===== config.mk =====
export PLATFORM = sky130hd
export DESIGN_NAME = slice_writeback_buffer
export DESIGN_NICKNAME = d
export VERILOG_FILES = /design/src/rtl/slice_writeback_buffer_pkg.sv /design/src/rtl/slice_writeback_buffer_ram.sv /design/src/rtl/slice_writeback_buffer.sv
export SDC_FILE = /design/constraint.sdc
export NUM_CORES = 1
export LEC_CHECK = 0
export BUFFER_PORTS_ARGS = -buffer_cell sky130_fd_sc_hd__buf_2
export CAP_MARGIN = 20
export CORE_MARGIN = 2
export CORE_UTILIZATION = 35
export DETAILED_ROUTE_END_ITERATION = 16
export GPL_ROUTABILITY_DRIVEN = 0
export PLACE_DENSITY = 0.55
export SLEW_MARGIN = 20
export SYNTH_ARGS = -nofsm -noshare
export SYNTH_HDL_FRONTEND = slang
export SYNTH_SLANG_ARGS = --single-unit

===== constraint.sdc =====
create_clock -name clk -period 3.85 [get_ports clk]
set_input_delay 0.385 -clock clk [delete_from_list [all_inputs] [get_ports clk]]
set_output_delay 0.385 -clock clk [all_outputs]
set_load 0.1 [all_outputs]

===== src/rtl/slice_writeback_buffer_pkg.sv =====
// Shared constants, state encoding and line helpers for slice_writeback_buffer.
package slice_buf_pkg;
  localparam int LINE_W = 25;
  localparam int DEPTH  = 64;
  localparam int ADDR_W = 6;
  localparam int CNT_W  = ADDR_W + 1;

  typedef logic [LINE_W-1:0] line_t;

  typedef enum logic [1:0] {
    S_IDLE  = 2'd0,
    S_FILL  = 2'd1,
    S_DRAIN = 2'd2
  } state_t;

  // Running XOR used for the optional frame checksum.
  function automatic line_t line_fold(input line_t acc, input line_t v);
    return acc ^ v;
  endfunction
endpackage


===== src/rtl/slice_writeback_buffer_ram.sv =====
// Frame storage for slice_writeback_buffer: DEPTH x LINE_W, synchronous write,
// asynchronous read, no reset (contents are only read after being written).
module slice_ram
  import slice_buf_pkg::*;
(
  input  logic              clk,
  input  logic              i_we,
  input  logic [ADDR_W-1:0] i_waddr,
  input  logic [LINE_W-1:0] i_wdata,
  input  logic [ADDR_W-1:0] i_raddr,
  output logic [LINE_W-1:0] o_rdata
);
  logic [LINE_W-1:0] r_mem [DEPTH];

  // Line store.
  always_ff @(posedge clk) begin
    if (i_we) begin
      r_mem[i_waddr] <= i_wdata;
    end
  end

  assign o_rdata = r_mem[i_raddr];
endmodule


===== src/rtl/slice_writeback_buffer.sv =====
// Captures one frame of encoder slice lines, then drains it in index order over
// valid/ready. Optional XOR checksum of the captured frame under `CHECKSUM_EN.
module slice_writeback_buffer
  import slice_buf_pkg::*;
(
  input  logic              clk,
  input  logic              rst,
  input  logic              write_enable,
  input  logic [LINE_W-1:0] write_value,
  input  logic              donee,
  input  logic              out_ready,
  output logic              out_valid,
  output logic [LINE_W-1:0] out_data,
  output logic [ADDR_W-1:0] out_index,
  output logic              frame_done,
  output logic              overflow,
`ifdef CHECKSUM_EN
  output logic [LINE_W-1:0] checksum,
`endif
  output logic              busy
);
  localparam logic [CNT_W-1:0]  CNT_FULL = CNT_W'(DEPTH);
  localparam logic [CNT_W-1:0]  CNT_ONE  = CNT_W'(1);
  localparam logic [ADDR_W-1:0] PTR_ONE  = ADDR_W'(1);

  state_t            r_state;
  state_t            w_state_nxt;
  logic [ADDR_W-1:0] r_wptr;
  logic [ADDR_W-1:0] r_rptr;
  logic [CNT_W-1:0]  r_count;
  logic              r_frame_done;
  logic              r_overflow;
  logic              w_store;
  logic              w_drop;
  logic              w_xfer;
  logic              w_last;
  logic              w_last_idx;
  logic [LINE_W-1:0] w_rdata;

  assign w_last_idx = ({1'b0, r_rptr} == (r_count - CNT_ONE));

  slice_ram u_ram (
    .clk     (clk),
    .i_we    (w_store),
    .i_waddr (r_wptr),
    .i_wdata (write_value),
    .i_raddr (r_rptr),
    .o_rdata (w_rdata)
  );

  // State register.
  always_ff @(posedge clk or negedge rst) begin
    if (!rst) begin
      r_state <= S_IDLE;
    end else begin
      r_state <= w_state_nxt;
    end
  end

  // Next state plus store/drop/transfer strobes.
  always_comb begin
    w_state_nxt = r_state;
    w_store     = 1'b0;
    w_drop      = 1'b0;
    w_xfer      = 1'b0;
    w_last      = 1'b0;
    case (r_state)
      S_IDLE: begin
        if (write_enable) begin
          w_store     = 1'b1;
          w_state_nxt = S_FILL;
        end else begin
          w_state_nxt = S_IDLE;
        end
      end
      S_FILL: begin
        // A full frame leaves FILL one cycle after the last store; writes in that cycle are lost.
        if (r_count == CNT_FULL) begin
          w_drop      = write_enable;
          w_state_nxt = S_DRAIN;
        end else begin
          w_store = write_enable;
          if (donee) begin
            w_state_nxt = S_DRAIN;
          end else begin
            w_state_nxt = S_FILL;
          end
        end
      end
      S_DRAIN: begin
        w_drop = write_enable;
        w_xfer = out_ready;
        w_last = out_ready & w_last_idx;
        if (w_last) begin
          w_state_nxt = S_IDLE;
        end else begin
          w_state_nxt = S_DRAIN;
        end
      end
      default: begin
        w_state_nxt = S_IDLE;
      end
    endcase
  end

  // Pointers, fill count, completion pulse and sticky overflow.
  always_ff @(posedge clk or negedge rst) begin
    if (!rst) begin
      r_wptr       <= {ADDR_W{1'b0}};
      r_rptr       <= {ADDR_W{1'b0}};
      r_count      <= {CNT_W{1'b0}};
      r_frame_done <= 1'b0;
      r_overflow   <= 1'b0;
    end else begin
      r_frame_done <= w_last;
      if (w_drop) begin
        r_overflow <= 1'b1;
      end
      if (w_last) begin
        r_wptr  <= {ADDR_W{1'b0}};
        r_rptr  <= {ADDR_W{1'b0}};
        r_count <= {CNT_W{1'b0}};
      end else begin
        if (w_store) begin
          r_wptr  <= r_wptr + PTR_ONE;
          r_count <= r_count + CNT_ONE;
        end
        if (w_xfer) begin
          r_rptr <= r_rptr + PTR_ONE;
        end
      end
    end
  end

`ifdef CHECKSUM_EN
  logic [LINE_W-1:0] r_checksum;

  // Frame checksum: restarts with the first line, holds through frame_done, then clears.
  always_ff @(posedge clk or negedge rst) begin
    if (!rst) begin
      r_checksum <= {LINE_W{1'b0}};
    end else if (w_store) begin
      r_checksum <= (r_state == S_IDLE) ? write_value : line_fold(r_checksum, write_value);
    end else if (r_state == S_IDLE) begin
      r_checksum <= {LINE_W{1'b0}};
    end
  end

  assign checksum = r_checksum;
`endif

  assign out_valid  = (r_state == S_DRAIN);
  assign out_data   = out_valid ? w_rdata : {LINE_W{1'b0}};
  assign out_index  = r_rptr;
  assign frame_done = r_frame_done;
  assign overflow   = r_overflow;
  assign busy       = (r_state != S_IDLE);
endmodule


==> summary.md, run 1 <==
| Metric | Value |
|---|---|
| Status | finished, final reports clean |
| Crit-path cells | buf_12, buf_16, buf_16, buf_4, mux4_2, a211oi_2, a21oi_2, a22o_2, buf_12 |
| CP required | 3.46 ns |
| Htree depth | 4 |
| Worst reg-to-reg path cell count | 8 |
| Layout Nets | 3,374 |
| Vias in the first global route | 31.0k |
| Clk Latency, worst-skew pair | 0.80 ns |
| Dpl hpwl | 99,100 um |
| Max Root-Sink Buffers | 3 |
| I/O Pins | 65 |
| GR Util met1 | 26.5% |
| Critical Path Sink Type | primary output |
| Crit path DAT | 3.42 ns |
| Main combinational cell family by area after synthesis | multiplexers |
| Static leakage | 24.0 nW |
| DR iter-0 viols | 3,066 |
| Post-synth EDFFs | 1,600 |
| Synth Area in Adders | 0.181% |
| Simple logic cell fraction of the synthesized area | 1.27% |
| Most used routing layer | met2 |
| Sequential share of the synthesized area | 78.0% |
| Root buffer cell | clkbuf_16 |
| Final Cycle Share | 98.8% |
| Synth top area cells | edfxtp_1 77%, mux4_2 10%, mux2i_1 4.4% |
| Final setup vio count | 0 |
| DRT Pass-1 Iters | 5 |
| PnR worst setup slack | 0.0473 ns |
| Most frequent cells in the layout | 1,600 x edfxtp_1, 276 x mux4_2, 266 x mux2i_1 |
| Port Buffers | 64 |
| Share of the synthesized area in the top cell type | 77.1% |
| Syn nets | 3,034 |
| Crit-path max cell delay | 0.49 ns |
| Post-synthesis mux area share | 14.3% |
| Horiz. Die Dim | 426 um |
| CTS tree | yes |
| Core Region | 176,000 sq um |
| Met3 GRT Util | 3.13% |
| Asr flop ratio synth | 1.42% |
| Share of layout cells above drive strength 1 | 30.8% |
| Place WS | 0.195 ns |
| CP Max Fanout | 11 |
| Routed WL | 171,000 um |
| Syn. warnings | 0 |
| Actual slew at the worst max-slew pin | 1.10 ns |
| Clock transition at path regs | 0.06 ns |
| Pin count of the biggest net entering global routing | 65 |
| Finished Layout Cells | 5,810 |
| Final hold vios | 0 |
| # placed instances | 5,442 |
| Tot GR Track Use | 18.8% |
| Core Rows | 154 |
| Library cells used by synthesis | 52 |
| Starting density of the core | 35.3% |
| Xor/xnor share of the synthesized area | 0.211% |
| Slew HR | 26.6% |
| Ys flop type | edfxtp_1 |
| DP Area | 67,700 sq um |
| Design area | 74,800 sq um |
| Worst Hold Depth | 1 |
| Mapped Avg Cell Area | 20.8 sq um |
| CTS Sinks | 1,623 |
| Max Clock Skew | 0.0250 ns |
| Post-Synthesis Cell Area | 62,300 sq um |
| Slowest stage cell, crit path | dfrtp_4 |
| Die Ht | 426 um |
| Post-synthesis compound-gate area fraction | 4.65% |
| First-pass GRT wire length | 241,000 um |
| Crit Path Class | flip-flop to primary output |
| Leading cell type in the layout, fill and taps excluded | edfxtp_1 |
| Met2 Use GR | 30.2% |
| Synth-to-layout area growth | 20.0% |
| Die area | 181,000 sq um |
| RSZ-0062 raised after global routing | true |
| Hold Slack | 0.0859 ns |
| Max-cap violations | 0 |
| Initial antenna violation count | 10 |
| Number of buffers created by CTS | 167 |
| Via density | 5.42 |
| Mapped Cells | 2,995 |
| Final ANT Viol Nets | 0 |
| Max Slew Vio Count | 0 |
| # DRC | 0 |
| Worst IR drop on VDD | 0.000613 V |
| Vias | 31.5k |
| Synthesis-stage register bit count | 1,623 |
| Routed WL per cell | 29.5 um |
| PD cells | 664 nW/um^2 |
| Crit path launch type | flip-flop |
| Total congestion overflow | 0 |
| Synth area leader | edfxtp_1 |
| Worst hold path type | input pin to flip-flop |
| Final period demand of the worst path | 3.80 ns |
| Fmax | 263 MHz |
[per-layer routing]
| metal | part of all wire, % | vias up |
|---|---|---|
| met2 | 48 | 1097 |
| met1 | 43 | 16934 |
| met5 | 0.031 | - |
| met4 | 2.4 | 8 |
| met3 | 6.6 | 209 |
| li1 | - | 13246 |
[power by group]
group | total [mW] | switching, mW | internal (mW)
logic | 13.9 | 7.84 | 6.10
clock network | 15.6 | 6.63 | 8.95
registers | 20.1 | 0.244 | 19.8
total | 49.6 | 14.7 | 34.9
[stage by stage]
step                util [%]  setup TNS (ns)  total power, mW
global route            42.3          -0.260             51.3
global placement        38.3               0             32.7
detailed placement      38.3               0             32.7
finish                  42.4               0             49.6
floorplan                  -               0             28.0
CTS                     42.1          -0.572             49.5
[path summary, 6_finish.rpt]
kind                                       from             endpoint  slack, ns
worst max-delay path               out_index[0]         out_data[13]       0.05
worst min-delay path            write_value[12]  u_ram.r_mem[31][12]       0.09
worst max register to register       r_count[0]  u_ram.r_mem[21][24]       0.51
worst min register to register         overflow             overflow       0.47
max in group asynchronous                   rst         out_index[0]       3.19
min in group asynchronous                   rst           r_count[6]       0.16
[sequential cells by signal, summed over array words and instances, names as in the netlist]
register / flops
out_index: 6
r_state: 2
r_count: 7
r_wptr: 6
frame_done: 1
u_ram.r_mem: 1600
overflow: 1
[cell type report]
class,count,area (sq um)
inverters,11,41.3
clock inverters,88,713
clock buffers,209,4520
diodes,7,17.5
well taps,2340,2930
multi-input cells,1179,13900
repair buffers,353,3960
flip-flops and latches,1623,48600
fillers,15301,102000
[timing repair]
action,CTS,global route
buffers inserted,22,27
cloned,10,2
hold buffers,4,0
endpoints found under the hold margin,27,0
endpoints found under the setup margin,25,23
pin swaps,14,8
gates resized for setup,179,58
[kinds of logic (layout without fill, tap and decap cells)]
family,count (synthesis),count (layout)
multiplexers,548,548
other,0,7
flip-flops,1623,1623
AO/OA/AOI/OAI,429,429
buffers and inverters,193,661
adder cells (fa/ha/maj),9,9
AND/OR/NAND/NOR,178,178
XOR/XNOR,15,15
[cell usage after synthesis, types with 3 or more instances]
cell / n
a211oi_1: 50
a21oi_1: 107
a221oi_1: 24
a22o_1: 25
a22oi_1: 52
buf_1: 23
buf_2: 57
clkbuf_1: 100
dfrtp_1: 23
edfxtp_1: 1600
ha_1: 9
inv_1: 11
mux2i_1: 272
mux4_2: 276
nand2_1: 42
nand3_1: 16
nand3b_1: 6
nand4_1: 3
nor2_1: 87
nor2b_1: 3
nor3_1: 4
o21ai_0: 55
o221ai_1: 49
o22ai_1: 51
xnor2_1: 6
xor2_1: 9
[worst max-delay path: cells and delay by family, from the launching register on]
kind	cells	cell delay, ns
muxes	1	0.49
AOI/OAI and AO/OA	3	0.82
buffers and inverters	5	0.81
DFF	1	0.49
No activity file was read; power rests on OpenSTA's default activity.
==> run 2, diff against run 1 <==
- REMOVE_ABC_BUFFERS: default -> 1
==> run 2 against run 1 <==
Effect of this change:
- sequential power is essentially flat
- flip-flop and latch count is the same
- fmax fell by 0.93%
==> summary.md, run 2 (synthesis results as in run 1) <==
| Metric | Value |
|---|---|
| CTS Sinks | 1,623 (unchanged) |
| Crit path launch type | flip-flop |
| Most frequent cells in the layout | 1,600 x edfxtp_1, 276 x mux4_2, 270 x mux2i_1 |
| Max reg flops | 1,600 (unchanged) |
| Routed WL per cell | 31.0 um (+5.0%) |
| Slew HR | 22.8% (-3.7 points) |
| Actual slew at the worst max-slew pin | 1.16 ns (+0.0562 ns) |
| Final Util | 42.5% (+0.10 points) |
| Vias in the first global route | 31.7k (+2.1%) |
| Seq pwr share | 39.9% (-0.6 points) |
| Tot GR Track Use | 19.6% (+0.87 points) |
| Synth-to-layout area growth | 20.3% |
| DR iter-0 viols | 3,570 (+16%) |
| First-pass GRT wire length | 249,000 um (+3.6%) |
| Status | finished, final reports clean |
| Max Slew Vio Count | 0 (unchanged) |
| Share of layout cells above drive strength 1 | 30.0% (-0.81 points) |
| Core Rows | 154 (unchanged) |
| Via density | 5.54 (+2.1%) |
| Dpl hpwl | 103,000 um (+3.5%) |
| Htree depth | 4 (unchanged) |
| Combinational power share | 29.0% (+0.9 points) |
| Final Cycle Share | 99.7% (+0.93 points) |
| Final ANT Viol Nets | 0 (unchanged) |
| CP required | 3.46 ns (about the same) |
| Regs by FF count | u_ram.r_mem x1600, r_count x7 |
| Crit Path Class | flip-flop to primary output |
| Leading cell type in the layout, fill and taps excluded | edfxtp_1 |
| Max-cap violations | 0 (unchanged) |
| Core Region | 176,000 sq um (unchanged) |
| Setup TNS | 0 ns (unchanged) |
| Initial antenna violation count | 6 (-4) |
| Port Buffers | 64 (unchanged) |
| WL met3 | 12,100 um (+7.7%) |
| Layout Nets | 3,380 (+0.18%) |
| Vias | 32.2k (+2.3%) |
| Footprint of the multi-input gates | 13,900 sq um (-0.56%) |
| Die Ht | 426 um (unchanged) |
| Final setup vio count | 0 (unchanged) |
| PD cells | 671 nW/um^2 (+1.2%) |
| Horiz. Die Dim | 426 um (unchanged) |
| Root buffer cell | clkbuf_16 |
| Clock transition at path regs | 0.06 ns (about the same) |
| Total congestion overflow | 0 (unchanged) |
| Switch Pwr | 15.3 mW (+3.9%) |
| I/O Pins | 65 (unchanged) |
| DR top layer | met5 |
| Reg with most FFs | u_ram.r_mem |
| Routed WL | 180,000 um (+5.2%) |
| Switching share of power | 30.4% (+0.74 points) |
| Max Root-Sink Buffers | 3 (unchanged) |
| Starting density of the core | 35.3% (unchanged) |
| Static leakage | 24.1 nW (+0.56%) |
| CTS tree | yes |
| Final period demand of the worst path | 3.84 ns (+0.0357 ns) |
| Worst IR drop on VDD | 0.000513 V (-16%) |
| Worst hold path type | input pin to flip-flop |
| DRT Pass-1 Iters | 7 (+2) |
| Int Pwr | 35.0 mW (+0.33%) |
| Antenna Cells | 0 (-7) |
| FF/Latch Area | 48,600 sq um (unchanged) |
| Final hold vios | 0 (unchanged) |
| Metal-1 WL | 77,100 um (+4.6%) |
| Pin count of the biggest net entering global routing | 65 (unchanged) |
| Crit path DAT | 3.45 ns (+0.03 ns) |
| CP Max Fanout | 32 (+21) |
| Max Clock Skew | 0.0329 ns (+0.00791 ns) |
| Die area | 181,000 sq um (unchanged) |
| Fmax | 261 MHz (-0.93%) |
| Clock power frac | 31.1% (-0.3 points) |
| Critical Path Sink Type | primary output |
| Met2 routed WL | 86,300 um (+4.9%) |
| # DRC | 0 (unchanged) |
| RSZ-0062 raised after global routing | true |
| Number of buffers created by CTS | 167 (unchanged) |
| Fill cells | 15.4k (+0.44%) |
| Clk Latency, worst-skew pair | 0.82 ns (+0.02 ns) |
==> run 2: worst max-delay path, stage by stage (launching register included) <==
cell and delay [ns]:
dfrtp_4 0.55, buf_4 0.16, buf_4 0.18, nor2b_4 0.34
buf_12 0.29, a22oi_2 0.19, a21oi_4 0.33, a22o_2 0.33
buf_12 0.21
==> run 2: cell type report <==
cell class,count,area share (%)
inverter,11,0.0601
clock inverter,92,1.12
timing repair buffer,359,5.63
tap,2340,3.91
multi-input combinational,1179,18.5
sequential,1623,64.9
clock buffer,213,5.88
==> run 2: power by group through the flow <==
stage	clock [mW]	combinational, mW	sequential [mW]
floorplan	0	4.81	20.9
global route	16.6	15.2	20.1
finish	15.6	14.6	20.1
global placement	0	12.5	20.5
detailed placement	0	12.5	20.5
CTS	15.9	14.2	20.1
==> run 2: repair_timing <==
action,in CTS,in global routing
resized for setup,149,43
hold endpoints to repair,27,0
cloned,15,7
hold buffers,4,0
endpoints found under the setup margin,25,23
pin swaps,13,18
setup buffers,33,12
==> run 2: worst paths after layout <==
| check | slack, ns | end | depth (start not counted) | start |
|---|---|---|---|---|
| max | 0.01 | out_data[1] | 8 | out_index[1] |
| min | 0.09 | u_ram.r_mem[9][0] | 1 | write_value[0] |
| max reg2reg | 0.63 | u_ram.r_mem[59][20] | 9 | r_state[1] |
| min reg2reg | 0.48 | overflow | 1 | overflow |
| max in group asynchronous | 3.16 | out_index[3] | 2 | rst |
| min in group asynchronous | 0.16 | overflow | 2 | rst |
==> run 2: through the flow <==
stage               setup WS, ns  hold slack (ns)  cell area (sq um)  total power [mW]  cells
floorplan                 -19.30           0.0894              61500              25.7   2813
global placement           0.219            0.460              67700              33.0   5442
detailed placement         0.263            0.457              67700              33.0   5442
CTS                      -0.0469           0.0420              74400              50.2   5799
global route             -0.0201           0.0603              74900              51.9   5817
finish                    0.0116           0.0904              74900              50.3   5817
==> run 2: routing by layer <==
layer,global-route usage [%],vias up
li1,-,13263
met1,27.6,17495
met2,31.6,1211
met3,3.30,235
met4,5.52,2
met5,0,-
